`config.mk`:
```
export PLATFORM = sky130hd
export DESIGN_NAME = multi_debouncer
export DESIGN_NICKNAME = d
export VERILOG_FILES = /design/src/rtl/debounce_pkg.sv /design/src/rtl/debounce_channel.sv /design/src/rtl/multi_debouncer.sv
export SDC_FILE = /design/constraint.sdc
export NUM_CORES = 1
export LEC_CHECK = 0
export ABC_CLOCK_PERIOD_IN_PS = 2050
export BUFFER_PORTS_ARGS = -buffer_cell sky130_fd_sc_hd__buf_2
export CORE_MARGIN = 2
export CORE_UTILIZATION = 35
export CTS_CLUSTER_SIZE = 28
export DETAILED_ROUTE_END_ITERATION = 10
export GPL_TIMING_DRIVEN = 0
export PLACE_DENSITY = 0.51
export SYNTH_ARGS = -nofsm -noshare
export SYNTH_HDL_FRONTEND = slang
export SYNTH_HIERARCHICAL = 1
export SYNTH_SLANG_ARGS = --single-unit
```
`constraint.sdc`:
```
create_clock -name clk -period 2.05 [get_ports clk]
set_clock_uncertainty 0.05 [all_clocks]
set_input_delay 0.1025 -clock clk [delete_from_list [all_inputs] [get_ports clk]]
set_output_delay 0.1025 -clock clk [all_outputs]
set_load 0.01 [all_outputs]
```
`src/rtl/debounce_pkg.sv`:
```
// ---------------------------------------------------------------------------
// debounce_pkg
// Shared constants and helpers for the multi-channel button debouncer.
//   DEF_*      : default parameter values used by multi_debouncer
//   cnt_width(): bit width needed to hold a counter's maximum value
// ---------------------------------------------------------------------------
package debounce_pkg;

    localparam int DEF_CHANNELS        = 4;
    localparam int DEF_DEBOUNCE_CYCLES = 250000;
    localparam int DEF_LONG_CYCLES     = 25000000;
    localparam int DEF_REPEAT_CYCLES   = 5000000;

    localparam int MAX_CHANNELS        = 32;

    // Width of a counter whose largest value is max_val. Never below one bit,
    // so degenerate parameters still elaborate to legal vectors.
    function automatic int cnt_width(input int max_val);
        if (max_val < 2)
            return 1;
        return $clog2(max_val + 1);
    endfunction

endpackage

```
`src/rtl/debounce_channel.sv`:
```
// ---------------------------------------------------------------------------
// debounce_channel
// One button channel: two-flop synchroniser, stability counter, debounced
// level, press/release pulses, long-press detection and (optionally)
// auto-repeat.
//
// Optional feature: define DEBOUNCER_REPEAT_EN to build the auto-repeat
// counter. Without it o_repeat is tied low and no repeat logic exists.
//
// Ports
//   clk        : rising-edge clock
//   rst        : synchronous active-high reset
//   i_btn      : raw asynchronous button level, 1 = pressed
//   o_state    : debounced level
//   o_pressed  : one-cycle pulse when o_state goes 0->1
//   o_released : one-cycle pulse when o_state goes 1->0
//   o_long     : one-cycle pulse once per press after LONG_CYCLES of hold
//   o_repeat   : one-cycle auto-repeat pulses after o_long
// ---------------------------------------------------------------------------
module debounce_channel
    import debounce_pkg::*;
#(
    parameter int DEBOUNCE_CYCLES = DEF_DEBOUNCE_CYCLES,
    parameter int LONG_CYCLES     = DEF_LONG_CYCLES,
    parameter int REPEAT_CYCLES   = DEF_REPEAT_CYCLES
) (
    input  logic clk,
    input  logic rst,
    input  logic i_btn,
    output logic o_state,
    output logic o_pressed,
    output logic o_released,
    output logic o_long,
    output logic o_repeat
);

    localparam int DB_W   = cnt_width(DEBOUNCE_CYCLES - 1);
    localparam int HOLD_W = cnt_width(LONG_CYCLES - 1);

    localparam logic [DB_W-1:0]   DB_LAST   = DB_W'(DEBOUNCE_CYCLES - 1);
    localparam logic [HOLD_W-1:0] HOLD_LAST = HOLD_W'(LONG_CYCLES - 1);

    logic              r_sync1;
    logic              r_sync2;
    logic [DB_W-1:0]   r_db_cnt;
    logic              r_state;
    logic              r_pressed;
    logic              r_released;
    logic [HOLD_W-1:0] r_hold_cnt;
    logic              r_long_done;
    logic              r_long;

    logic w_differ;
    logic w_accept;
    logic w_long_hit;

    // The stability counter only advances while the synchronised level
    // disagrees with the accepted level; it is cleared on the accepting edge,
    // so it never exceeds DB_LAST.
    assign w_differ   = (r_sync2 != r_state);
    assign w_accept   = w_differ && (r_db_cnt == DB_LAST);
    assign w_long_hit = r_state && !r_long_done && (r_hold_cnt == HOLD_LAST);

    always_ff @(posedge clk) begin
        if (rst) begin
            r_sync1    <= 1'b0;
            r_sync2    <= 1'b0;
            r_db_cnt   <= '0;
            r_state    <= 1'b0;
            r_pressed  <= 1'b0;
            r_released <= 1'b0;
        end else begin
            r_sync1 <= i_btn;
            r_sync2 <= r_sync1;

            if (!w_differ || w_accept)
                r_db_cnt <= '0;
            else
                r_db_cnt <= r_db_cnt + 1'b1;

            if (w_accept)
                r_state <= ~r_state;

            // Pulses are registered alongside the toggle so they appear in
            // the same cycle the new level does.
            r_pressed  <= w_accept && !r_state;
            r_released <= w_accept &&  r_state;
        end
    end

    // Hold counter stops at HOLD_LAST; r_long_done marks that this press has
    // already produced its long event.
    always_ff @(posedge clk) begin
        if (rst) begin
            r_hold_cnt  <= '0;
            r_long_done <= 1'b0;
            r_long      <= 1'b0;
        end else begin
            r_long <= w_long_hit;
            if (!r_state) begin
                r_hold_cnt  <= '0;
                r_long_done <= 1'b0;
            end else if (w_long_hit) begin
                r_long_done <= 1'b1;
            end else if (!r_long_done) begin
                r_hold_cnt <= r_hold_cnt + 1'b1;
            end
        end
    end

`ifdef DEBOUNCER_REPEAT_EN
    localparam int REP_W = cnt_width(REPEAT_CYCLES - 1);
    localparam logic [REP_W-1:0] REP_LAST = REP_W'(REPEAT_CYCLES - 1);

    logic [REP_W-1:0] r_rep_cnt;
    logic             r_repeat;

    // Starts counting in the cycle btn_long appears, so the first repeat
    // lands REPEAT_CYCLES after it and then every REPEAT_CYCLES.
    always_ff @(posedge clk) begin
        if (rst) begin
            r_rep_cnt <= '0;
            r_repeat  <= 1'b0;
        end else if (!r_state || !r_long_done) begin
            r_rep_cnt <= '0;
            r_repeat  <= 1'b0;
        end else if (r_rep_cnt == REP_LAST) begin
            r_rep_cnt <= '0;
            r_repeat  <= 1'b1;
        end else begin
            r_rep_cnt <= r_rep_cnt + 1'b1;
            r_repeat  <= 1'b0;
        end
    end

    assign o_repeat = r_repeat;
`else
    assign o_repeat = 1'b0;
`endif

    assign o_state    = r_state;
    assign o_pressed  = r_pressed;
    assign o_released = r_released;
    assign o_long     = r_long;

endmodule

```
`src/rtl/multi_debouncer.sv`:
```
// ---------------------------------------------------------------------------
// multi_debouncer
// CHANNELS independent button debouncers with press/release edge pulses,
// long-press detection and optional auto-repeat.
//
// Optional feature: define DEBOUNCER_REPEAT_EN to enable auto-repeat on
// btn_repeat; otherwise btn_repeat is constant 0.
//
// Ports
//   clk          : rising-edge clock
//   rst          : synchronous active-high reset
//   btn_in       : raw button levels, 1 = pressed
//   btn_state    : debounced levels
//   btn_pressed  : one-cycle pulse per accepted 0->1
//   btn_released : one-cycle pulse per accepted 1->0
//   btn_long     : one-cycle pulse once per press at LONG_CYCLES of hold
//   btn_repeat   : one-cycle auto-repeat pulses
// ---------------------------------------------------------------------------
module multi_debouncer
    import debounce_pkg::*;
#(
    parameter int CHANNELS        = DEF_CHANNELS,
    parameter int DEBOUNCE_CYCLES = DEF_DEBOUNCE_CYCLES,
    parameter int LONG_CYCLES     = DEF_LONG_CYCLES,
    parameter int REPEAT_CYCLES   = DEF_REPEAT_CYCLES
) (
    input  logic                clk,
    input  logic                rst,
    input  logic [CHANNELS-1:0] btn_in,
    output logic [CHANNELS-1:0] btn_state,
    output logic [CHANNELS-1:0] btn_pressed,
    output logic [CHANNELS-1:0] btn_released,
    output logic [CHANNELS-1:0] btn_long,
    output logic [CHANNELS-1:0] btn_repeat
);

    if (CHANNELS < 1 || CHANNELS > MAX_CHANNELS ||
        DEBOUNCE_CYCLES < 2 || LONG_CYCLES <= DEBOUNCE_CYCLES ||
        REPEAT_CYCLES < 2) begin : g_bad_params
        $error("multi_debouncer: illegal parameter combination");
    end

    for (genvar g = 0; g < CHANNELS; g++) begin : g_ch
        debounce_channel #(
            .DEBOUNCE_CYCLES (DEBOUNCE_CYCLES),
            .LONG_CYCLES     (LONG_CYCLES),
            .REPEAT_CYCLES   (REPEAT_CYCLES)
        ) u_ch (
            .clk        (clk),
            .rst        (rst),
            .i_btn      (btn_in[g]),
            .o_state    (btn_state[g]),
            .o_pressed  (btn_pressed[g]),
            .o_released (btn_released[g]),
            .o_long     (btn_long[g]),
            .o_repeat   (btn_repeat[g])
        );
    end

endmodule

```
==> results of run 1 <==
-- per-layer routing --
metal	part of all wire	wire length, µm	vias up
li1	-	-	3983
met3	0.025	526	12
met4	0.0096	201	0
met5	0	0	-
met2	0.47	9750	92
met1	0.50	10360	3693
-- placed cells by master, fill, tap and decap left out, types with 7 or more instances in the layout --
cell and n:
buf_6 7, inv_1 24, o31ai_1 14, a21oi_2 15
o21ai_2 8, dfxtp_4 14, or4_1 34, nand3b_1 12
clkbuf_1 13, buf_2 24, and4_1 13, nor3_1 24
o21ai_1 12, and2_1 14, nand2_1 60, o31ai_4 8
xor2_1 40, nand4b_1 8, nor2_1 145, xnor2_1 58
dfxtp_1 181, nand3_1 64, nor2b_1 16, a21oi_1 29
a31oi_1 8, buf_4 53, nand4_1 48, nor4_1 13
buf_8 8, and3_1 16, nor4_4 8, nand2b_1 8
clkbuf_16 19
-- cells by family (layout without fill, tap and decap cells) --
| group | after synthesis | after routing | synth area share |
|---|---|---|---|
| AO/OA/AOI/OAI | 136 | 137 | 0.09859 |
| XOR/XNOR | 100 | 100 | 0.09480 |
| adder cells (fa/ha/maj) | 8 | 8 | 0.01083 |
| buffers and inverters | 64 | 171 | 0.03900 |
| flip-flops | 200 | 200 | 0.4334 |
| multiplexers | 4 | 4 | 0.004334 |
| other | 4 | 4 | 0.001625 |
| AND/OR/NAND/NOR | 536 | 536 | 0.3174 |
-- power breakdown --
| group | leakage, nW | switching, mW | internal (mW) |
|---|---|---|---|
| Combinational | 1.85 | 0.0326 | 0.0246 |
| Clock | 0.296 | 1.47 | 1.98 |
| Sequential | 1.63 | 0.00534 | 3.87 |
-- area by class of cell --
type                            instances  area share
Tap cell                              335     0.03614
Buffer                                 27     0.01812
Clock inverter                         11     0.01241
Multi-Input combinational cell        789      0.4682
Inverter                               24    0.007768
Clock buffer                           20     0.03938
Timing Repair Buffer                   89     0.06764
Sequential cell                       200      0.3503
-- through the flow --
step                hold slack [ns]  power, mW
detailed placement           0.2673      4.042
CTS                          0.1323      7.538
global route                 0.1660      7.672
global placement             0.2638      4.042
floorplan                    0.1241      4.020
finish                       0.1304      7.389
-- state kept, by name, indices dropped and copies added, names as in the netlist --
name                   flops
g_ch.u_ch/r_hold_cnt     100
g_ch.u_ch/r_db_cnt        72
g_ch.u_ch/o_long           4
g_ch.u_ch/o_pressed        4
g_ch.u_ch/o_released       4
g_ch.u_ch/o_state          4
g_ch.u_ch/r_long_done      4
g_ch.u_ch/r_sync1          4
g_ch.u_ch/r_sync2          4
-- path summary, 6_finish.rpt --
kind | startpoint | endpoint | slack (ns) | depth (start not counted)
worst max-delay path | g_ch[1].u_ch/r_hold_cnt[10] | g_ch[1].u_ch/r_hold_cnt[22] | -0.03 | 7
worst min-delay path | rst | g_ch[2].u_ch/o_state | 0.13 | 2
worst max register to register | g_ch[1].u_ch/r_hold_cnt[10] | g_ch[1].u_ch/r_hold_cnt[22] | -0.03 | 7
worst min register to register | g_ch[1].u_ch/r_sync1 | g_ch[1].u_ch/r_sync2 | 0.40 | 1
-- worst reg2reg max path: stages (launching register included) --
cell	delay [ns]
dfxtp_4	0.36
or4_4	0.52
nor4_4	0.34
a31o_4	0.25
buf_8	0.14
buf_6	0.11
nor4_2	0.04
o21a_1	0.16
-- repair_timing --
item                                   in CTS  in global routing
pin swaps                                  20                 86
endpoints found under the hold margin       4                  0
gates resized for setup                    56                108
cloned                                      6                  2
setup buffers                              36                 24
hold buffers                                4                  0
setup endpoints to repair                 125                116
==> results_dict.tcl, run 1 <==
set metrics [dict create \
    layout.area.seq_mm2 0.004063 \
    insertion_delay_ns 0.43 \
    yosys_warnings 6 \
    final_max_slew_viol_count 0 \
    cts_sinks 200 \
    tns_ns -0.2058 \
    synthTopCellsByCount "200 x dfxtp_1, 152 x nor2_1, 64 x nand2_1, 64 x nand3_1, 60 x xnor2_1" \
    final_util 0.4463 \
    cts_tree "done" \
    violations "setup timing" \
    clock_path_buffers 2 \
    final_area_mm2 0.01160 \
    numCtsBuffers 17 \
    place_area_mm2 0.009763 \
    drv_cap 0 \
    diodes 0 \
    rsz0062_at_grt "yes" \
    wl_um 20840 \
    antenna_left 0 \
    worst-path-buf-inv 2 \
    async_flop_share 0 \
    total_leakage_power_nw 3.770 \
    hold_class "in -> reg" \
    use_met3 0.02947 \
    ctsHtreeMaxLevel 4 \
    finalHoldViolCount 0 \
    worstSetupPathType "reg -> reg" \
    ios 26 \
    vias 7780 \
    ys.flop_type "dfxtp_1" \
    finalCritPeriodShare 1.015 \
    crit_chain "or4_4, nor4_4, a31o_4, buf_8, buf_6, nor4_2, o21a_1" \
    cp_slowest_cell "or4_4" \
    grt_pass1_vias 7240 \
    min_period_ns 2.082 \
    grt.overflow.total 0 \
    synth.distinct_cells 44 \
    status "complete, but fails checks" \
    die_y_um 166.5 \
    die-area_mm2 0.02771 \
    cp-end-kind "flop" \
    synth_top_area_cell "dfxtp_1" \
    synth_most_common_cell "dfxtp_1" \
    rows 59 \
    syn-mean-instance-area_um2 8.782 \
    setup_violations 18 \
    fin_ws_ns -0.03156 \
    place.gp.congestion 0.7751 \
    nFillCells 2549 \
    postSynthCellCount 1052 \
    dieWidth_um 166.5 \
    antenna_found_initial 0 \
    cts_root_buf "clkbuf_16" \
    numPortBuffers 21 \
    grt_usage 0.1494 \
    dp.cells 1408 \
    drc_errors 0 \
    wl_per_cell_um 13.94 \
    synth_area_mm2 0.009239 \
    core_area_mm2 0.02598 \
    slowest_delay_ns 0.52 \
    fin_nets 1162 \
    gr-usage-met1 0.2066 \
    drive_above_1_share 0.2172 \
    cp.required_ns 2.32 \
    hpwl_um 13320 \
    grt_max_degree 33 \
    drt-initial-drc-count 388 \
    synth_enable_flop_cells 0 \
    critPathLaunchType "flop" \
    cp_max_fo 5 \
    arrival_ns 2.35 \
    syn-num-nets 1066 \
    max-vdd-ir-drop_uv 421.9 \
    start_util 0.3555 \
    max_freq_mhz 480.4 \
    multiInputGateArea_mm2 0.005430 \
    p_per_area_mw_per_mm2 637.2 \
    busiest_layer "met2" \
    grt_pass1_wl_um 34780 \
    tightestPinTransition_ns 0.6611 \
    synth_seq_area_share 0.4334 \
    relSlewSlack 0.5593 \
    path_clk_slew_ns 0.07 \
    area_growth_pct 25.53 \
    drt_pass1_iterations 5 \
    final_cells 1495 \
    via_per_inst 5.204 \
    synth_top_area_frac 0.4334 \
    gr-usage-met2 0.2381 \
    synth.area.top_cells "dfxtp_1 43%, nor2_1 6.2%, xnor2_1 5.7%" \
    critical-path-top-delay-family "simple AND/OR/NAND/NOR gates" \
    dp_slack_ns -0.4763 \
    synth_seq_cells 200 \
]
(Power assumes the default switching activity.)
==> run 2: changes to the inputs <==
CORE_UTILIZATION = 55   (was 35)
PLACE_DENSITY = 0.73   (was 0.51)
==> results_dict.tcl, run 2 (synthesis results as in run 1) <==
set metrics [dict create \
    rsz0062_at_grt "yes" \
    wl_um 21460 \
    fin_ws_ns -0.05994 \
    diodes 0 \
    clock_path_buffers 2 \
    dieWidth_um 133.6 \
    met1_length_um 9546 \
    insertion_delay_ns 0.43 \
    worstHoldEndpoint "g_ch[1].u_ch/o_state" \
    die_y_um 133.6 \
    drive_above_1_share 0.2028 \
    final_cell_mix "183 x dfxtp_1, 148 x nor2_1, 62 x nand3_1, 61 x nand2_1, 60 x xnor2_1" \
    drt-initial-drc-count 595 \
    grt_max_degree 33 \
    critPathLaunchType "flop" \
    grt_usage 0.2223 \
    route.met3.wl_um 1131 \
    r2r_slack_ns -0.06 \
    tightestPinTransition_ns 0.6622 \
    worstReg2RegEnd "g_ch[3].u_ch/r_hold_cnt[22]" \
    final_max_slew_viol_count 0 \
    largest_reg_flops 100 \
    path_clk_slew_ns 0.07 \
    start_util 0.5591 \
    routed.top_layer "met4" \
    max_freq_mhz 473.9 \
    core_area_mm2 0.01652 \
    hold_start "rst" \
    hpwl_um 12440 \
    final_area_mm2 0.01137 \
    final_common_cell "dfxtp_1" \
    cts_root_buf "clkbuf_16" \
    via_per_inst 5.923 \
    crit_chain "or4_4, nor4_4, a31o_4, buf_8, buf_4, nor4_1, o21a_1" \
    area_growth_pct 23.04 \
    dr_wl_met2_um 10510 \
    numPortBuffers 21 \
    drc_errors 0 \
    crit_cells 7 \
    max-vdd-ir-drop_uv 604.2 \
    critical-path-top-delay-family "simple AND/OR/NAND/NOR gates" \
    drv_cap 0 \
    status "complete, but fails checks" \
    place.gp.congestion 0.8396 \
    worstReg2RegStart "g_ch[3].u_ch/r_hold_cnt[9]" \
    relSlewSlack 0.5585 \
    total_leakage_power_nw 3.693 \
    grt_pass1_vias 7060 \
    finalCritPeriodShare 1.029 \
    cp-end-kind "flop" \
    ctsHtreeMaxLevel 4 \
    top_regs "g_ch.u_ch/r_hold_cnt x100, g_ch.u_ch/r_db_cnt x72" \
    grt_pass1_wl_um 32960 \
    p_per_area_mw_per_mm2 646.9 \
    numCtsBuffers 17 \
    rows 47 \
    ios 26 \
    top_register "g_ch.u_ch/r_hold_cnt" \
    setup_violations 12 \
    cp_max_fo 8 \
    die-area_mm2 0.01785 \
    hold_class "in -> reg" \
    arrival_ns 2.38 \
    violations "setup timing" \
    drt_pass1_iterations 5 \
    worst-path-buf-inv 2 \
    min_period_ns 2.110 \
    worstSetupPathType "reg -> reg" \
    dp_slack_ns -0.2012 \
    place_area_mm2 0.009619 \
    antenna_found_initial 0 \
    nFillCells 1249 \
    cp.required_ns 2.32 \
    r2r_cells 7 \
    holdPathStages 2 \
    vias 8138 \
    fin_nets 1155 \
    slowest_delay_ns 0.55 \
    finalHoldViolCount 0 \
    wl_per_cell_um 15.62 \
    cp_slowest_cell "or4_4" \
    cts_tree "done" \
    antenna_left 0 \
    grt.overflow.total 0 \
    cts_sinks 200 \
]
## run 2: cell count changes in the layout (fill, tap and decap cells not counted), moves of 3 or more
cell        previous run  this run
buf_4                 53        42
a21oi_1               29        33
a21oi_2               15        11
clkinvlp_4             1         5
nor2_4                 6         2
o21ai_1               12         8
and4_1                13        16
clkbuf_16             19        22
nor2_1               145       148
o21ai_2                8        11
## run 2: how the worst max path moves through the flow
stage                                            from                           to  slack [ns]
after detailed placement    g_ch[2].u_ch/r_db_cnt[11]    g_ch[2].u_ch/r_db_cnt[13]       -0.20
after floorplan            g_ch[0].u_ch/r_hold_cnt[9]  g_ch[0].u_ch/r_hold_cnt[15]        0.06
after CTS                 g_ch[0].u_ch/r_hold_cnt[15]  g_ch[0].u_ch/r_hold_cnt[14]       -0.03
after global placement       g_ch[3].u_ch/r_long_done  g_ch[3].u_ch/r_hold_cnt[20]       -0.21
final                      g_ch[3].u_ch/r_hold_cnt[9]  g_ch[3].u_ch/r_hold_cnt[22]       -0.06
after global routing      g_ch[1].u_ch/r_hold_cnt[10]  g_ch[1].u_ch/r_hold_cnt[10]       -0.14
## run 2: metrics by stage
step	hold WS [ns]	power, mW	instances	util	TNS [ns]
2_1_floorplan	0.1241	4.020	1052	-	0
3_3_place_gp	0.2630	4.041	1293	0.5821	-12.63
3_5_place_dp	0.2669	4.042	1293	0.5821	-13.38
4_1_cts	0.1376	7.449	1350	0.6417	-0.1886
5_1_grt	0.1617	7.613	1374	0.6879	-3.267
6_report	0.1393	7.354	1374	0.6879	-0.2551
## run 2: layout make-up
type	instances	area (µm²)	area share
Multi-Input combinational cell	792	5411	0.4761
Clock inverter	11	146.4	0.01288
Tap cell	220	275.3	0.02422
Timing Repair Buffer	79	713.2	0.06274
Clock buffer	21	460.4	0.04051
Inverter	24	90.09	0.007925
Buffer	27	212.7	0.01871
Sequential cell	200	4058	0.3570
## run 2: power breakdown
part	total, mW	internal (mW)	leakage (nW)	switching (mW)
combinational	0.0580	0.0253	1.79	0.0327
clock	3.41	1.98	0.282	1.43
sequential	3.88	3.88	1.62	0.00540
total	7.35	5.89	3.69	1.47
## run 2: per-layer routing
metal / GRT usage / vias up
li1: - / 3984
met1: 0.2959 / 3896
met4: 0.06028 / 0
met5: 0 / -
met2: 0.3645 / 231
met3: 0.05137 / 27
## run 2: what timing repair did
action / CTS / global route
gates resized for setup: 31 / 114
endpoints found under the setup margin: 108 / 126
buffers inserted: 19 / 29
hold buffers: 4 / 0
pin swaps: 12 / 84
hold endpoints to repair: 4 / 0
gates cloned: 5 / 5
==> run 3: changes to the inputs <==
CORE_MARGIN = default   (was 2)
==> results_dict.tcl, run 3 (synthesis results as in run 1) <==
set metrics [dict create \
    cp_max_fo 5 \
    min_period_ns 2.117 \
    numCtsBuffers 17 \
    total_leakage_power_nw 3.768 \
    arrival_ns 2.39 \
    grt_pass1_vias 7364 \
    dieWidth_um 131.6 \
    tns_ns -0.6389 \
    wl_um 21670 \
    drc_errors 0 \
    largest_reg_flops 100 \
    final_cell_mix "173 x dfxtp_1, 148 x nor2_1, 64 x nand3_1, 60 x xnor2_1, 59 x nand2_1" \
    drive_above_1_share 0.2171 \
    hold_class "in -> reg" \
    area_growth_pct 24.11 \
    cp-end-kind "flop" \
    cts_root_buf "clkbuf_16" \
    numPortBuffers 21 \
    clock_path_buffers 2 \
    cts_sinks 200 \
    finalHoldViolCount 0 \
    finalPower_mw 7.013 \
    drt_pass1_iterations 5 \
    p_per_area_mw_per_mm2 611.7 \
    vias 8120 \
    status "complete, but fails checks" \
    final_max_slew_viol_count 0 \
    via_per_inst 5.880 \
    antenna_left 0 \
    die-area_mm2 0.01732 \
    cts_tree "done" \
    grt_usage 0.2457 \
    top_register "g_ch.u_ch/r_hold_cnt" \
    hpwl_um 12620 \
    grt_pass1_wl_um 35120 \
    ctsHtreeMaxLevel 4 \
    setup_violations 24 \
    final_common_cell "dfxtp_1" \
    antenna_found_initial 0 \
    relSlewSlack 0.5128 \
    fin_nets 1166 \
    top_regs "g_ch.u_ch/r_hold_cnt x100, g_ch.u_ch/r_db_cnt x72" \
    hold_slack_ns 0.1799 \
    max-vdd-ir-drop_uv 623.7 \
    grt_max_degree 33 \
    critPathLaunchType "flop" \
    rows 47 \
    core_area_mm2 0.01647 \
    max_freq_mhz 472.3 \
    drt-initial-drc-count 543 \
    fin_ws_ns -0.06734 \
    worstSetupPathType "reg -> reg" \
    ios 26 \
    die_y_um 131.6 \
    tightestPinTransition_ns 0.7308 \
    wl_per_cell_um 15.69 \
    violations "setup timing" \
    final_util 0.6964 \
    rsz0062_at_grt "yes" \
    grt.overflow.total 0 \
    insertion_delay_ns 0.43 \
    cp.required_ns 2.32 \
    place.gp.congestion 0.8364 \
    path_clk_slew_ns 0.06 \
    finalCritPeriodShare 1.033 \
    start_util 0.5611 \
    diodes 0 \
    drv_cap 0 \
]
[run 3: cell types whose count changed in the layout (fill, tap and decap cells not counted), sizes merged]
cell      change
buf          +15
clkinvlp      -5
clkbuf        -3
bufinv        -2
clkinv        +2
bufbuf        +1
inv           -1
[run 3: layout make-up]
cell class	instances	area [µm²]
Inverter	24	90.09
Buffer	25	192.7
Tap cell	220	275.3
Clock inverter	5	50.05
Timing Repair Buffer	92	890.9
Sequential cell	200	4075
Clock buffer	23	467.9
Multi-Input combinational cell	792	5424
Fill cell	1272	5000
[run 3: layer usage]
layer,part of all wire,GRT usage
met1,0.46,0.3294
met2,0.48,0.3909
met3,0.043,0.04668
met4,0.016,0.09367
met5,0,0
[run 3: final timing paths]
check,start,to,slack (ns),cells past startpoint
max,g_ch[2].u_ch/r_hold_cnt[10],g_ch[2].u_ch/r_hold_cnt[22],-0.07,7
min,rst,g_ch[3].u_ch/o_state,0.18,2
max reg2reg,g_ch[2].u_ch/r_hold_cnt[10],g_ch[2].u_ch/r_hold_cnt[22],-0.07,7
min reg2reg,g_ch[1].u_ch/r_sync1,g_ch[1].u_ch/r_sync2,0.39,1
[run 3: report_power, final]
group | switching, mW | internal, mW
combinational | 0.0342 | 0.0250
clock | 1.37 | 1.70
sequential | 0.00552 | 3.87
total | 1.41 | 5.60
[run 3: through the flow]
step                      area (µm²)  setup slack, ns  std cells
after floorplan                 9239          0.05968       1052
after global placement          9619          -0.2516       1293
after detailed placement        9619          -0.2815       1293
after CTS                      10930         -0.04217       1367
after global routing           11470          -0.1497       1381
final                          11470         -0.06734       1381
[run 3: what timing repair did]
action                                  4_1_cts  5_1_grt
hold buffers                                  4        0
pin swaps                                    25       79
endpoints found under the hold margin         4        0
endpoints found under the setup margin      115      131
buffers inserted                             39       23
gates resized for setup                      66      107
gates cloned                                 12        0
[run 3: worst max-delay path, stage by stage, from the launching register on]
cell and delay [ns]:
dfxtp_4 0.35, or4_4 0.54, nor4_4 0.37, a31o_4 0.25, buf_8 0.14, buf_6 0.11
nor4_2 0.04, o21a_1 0.17
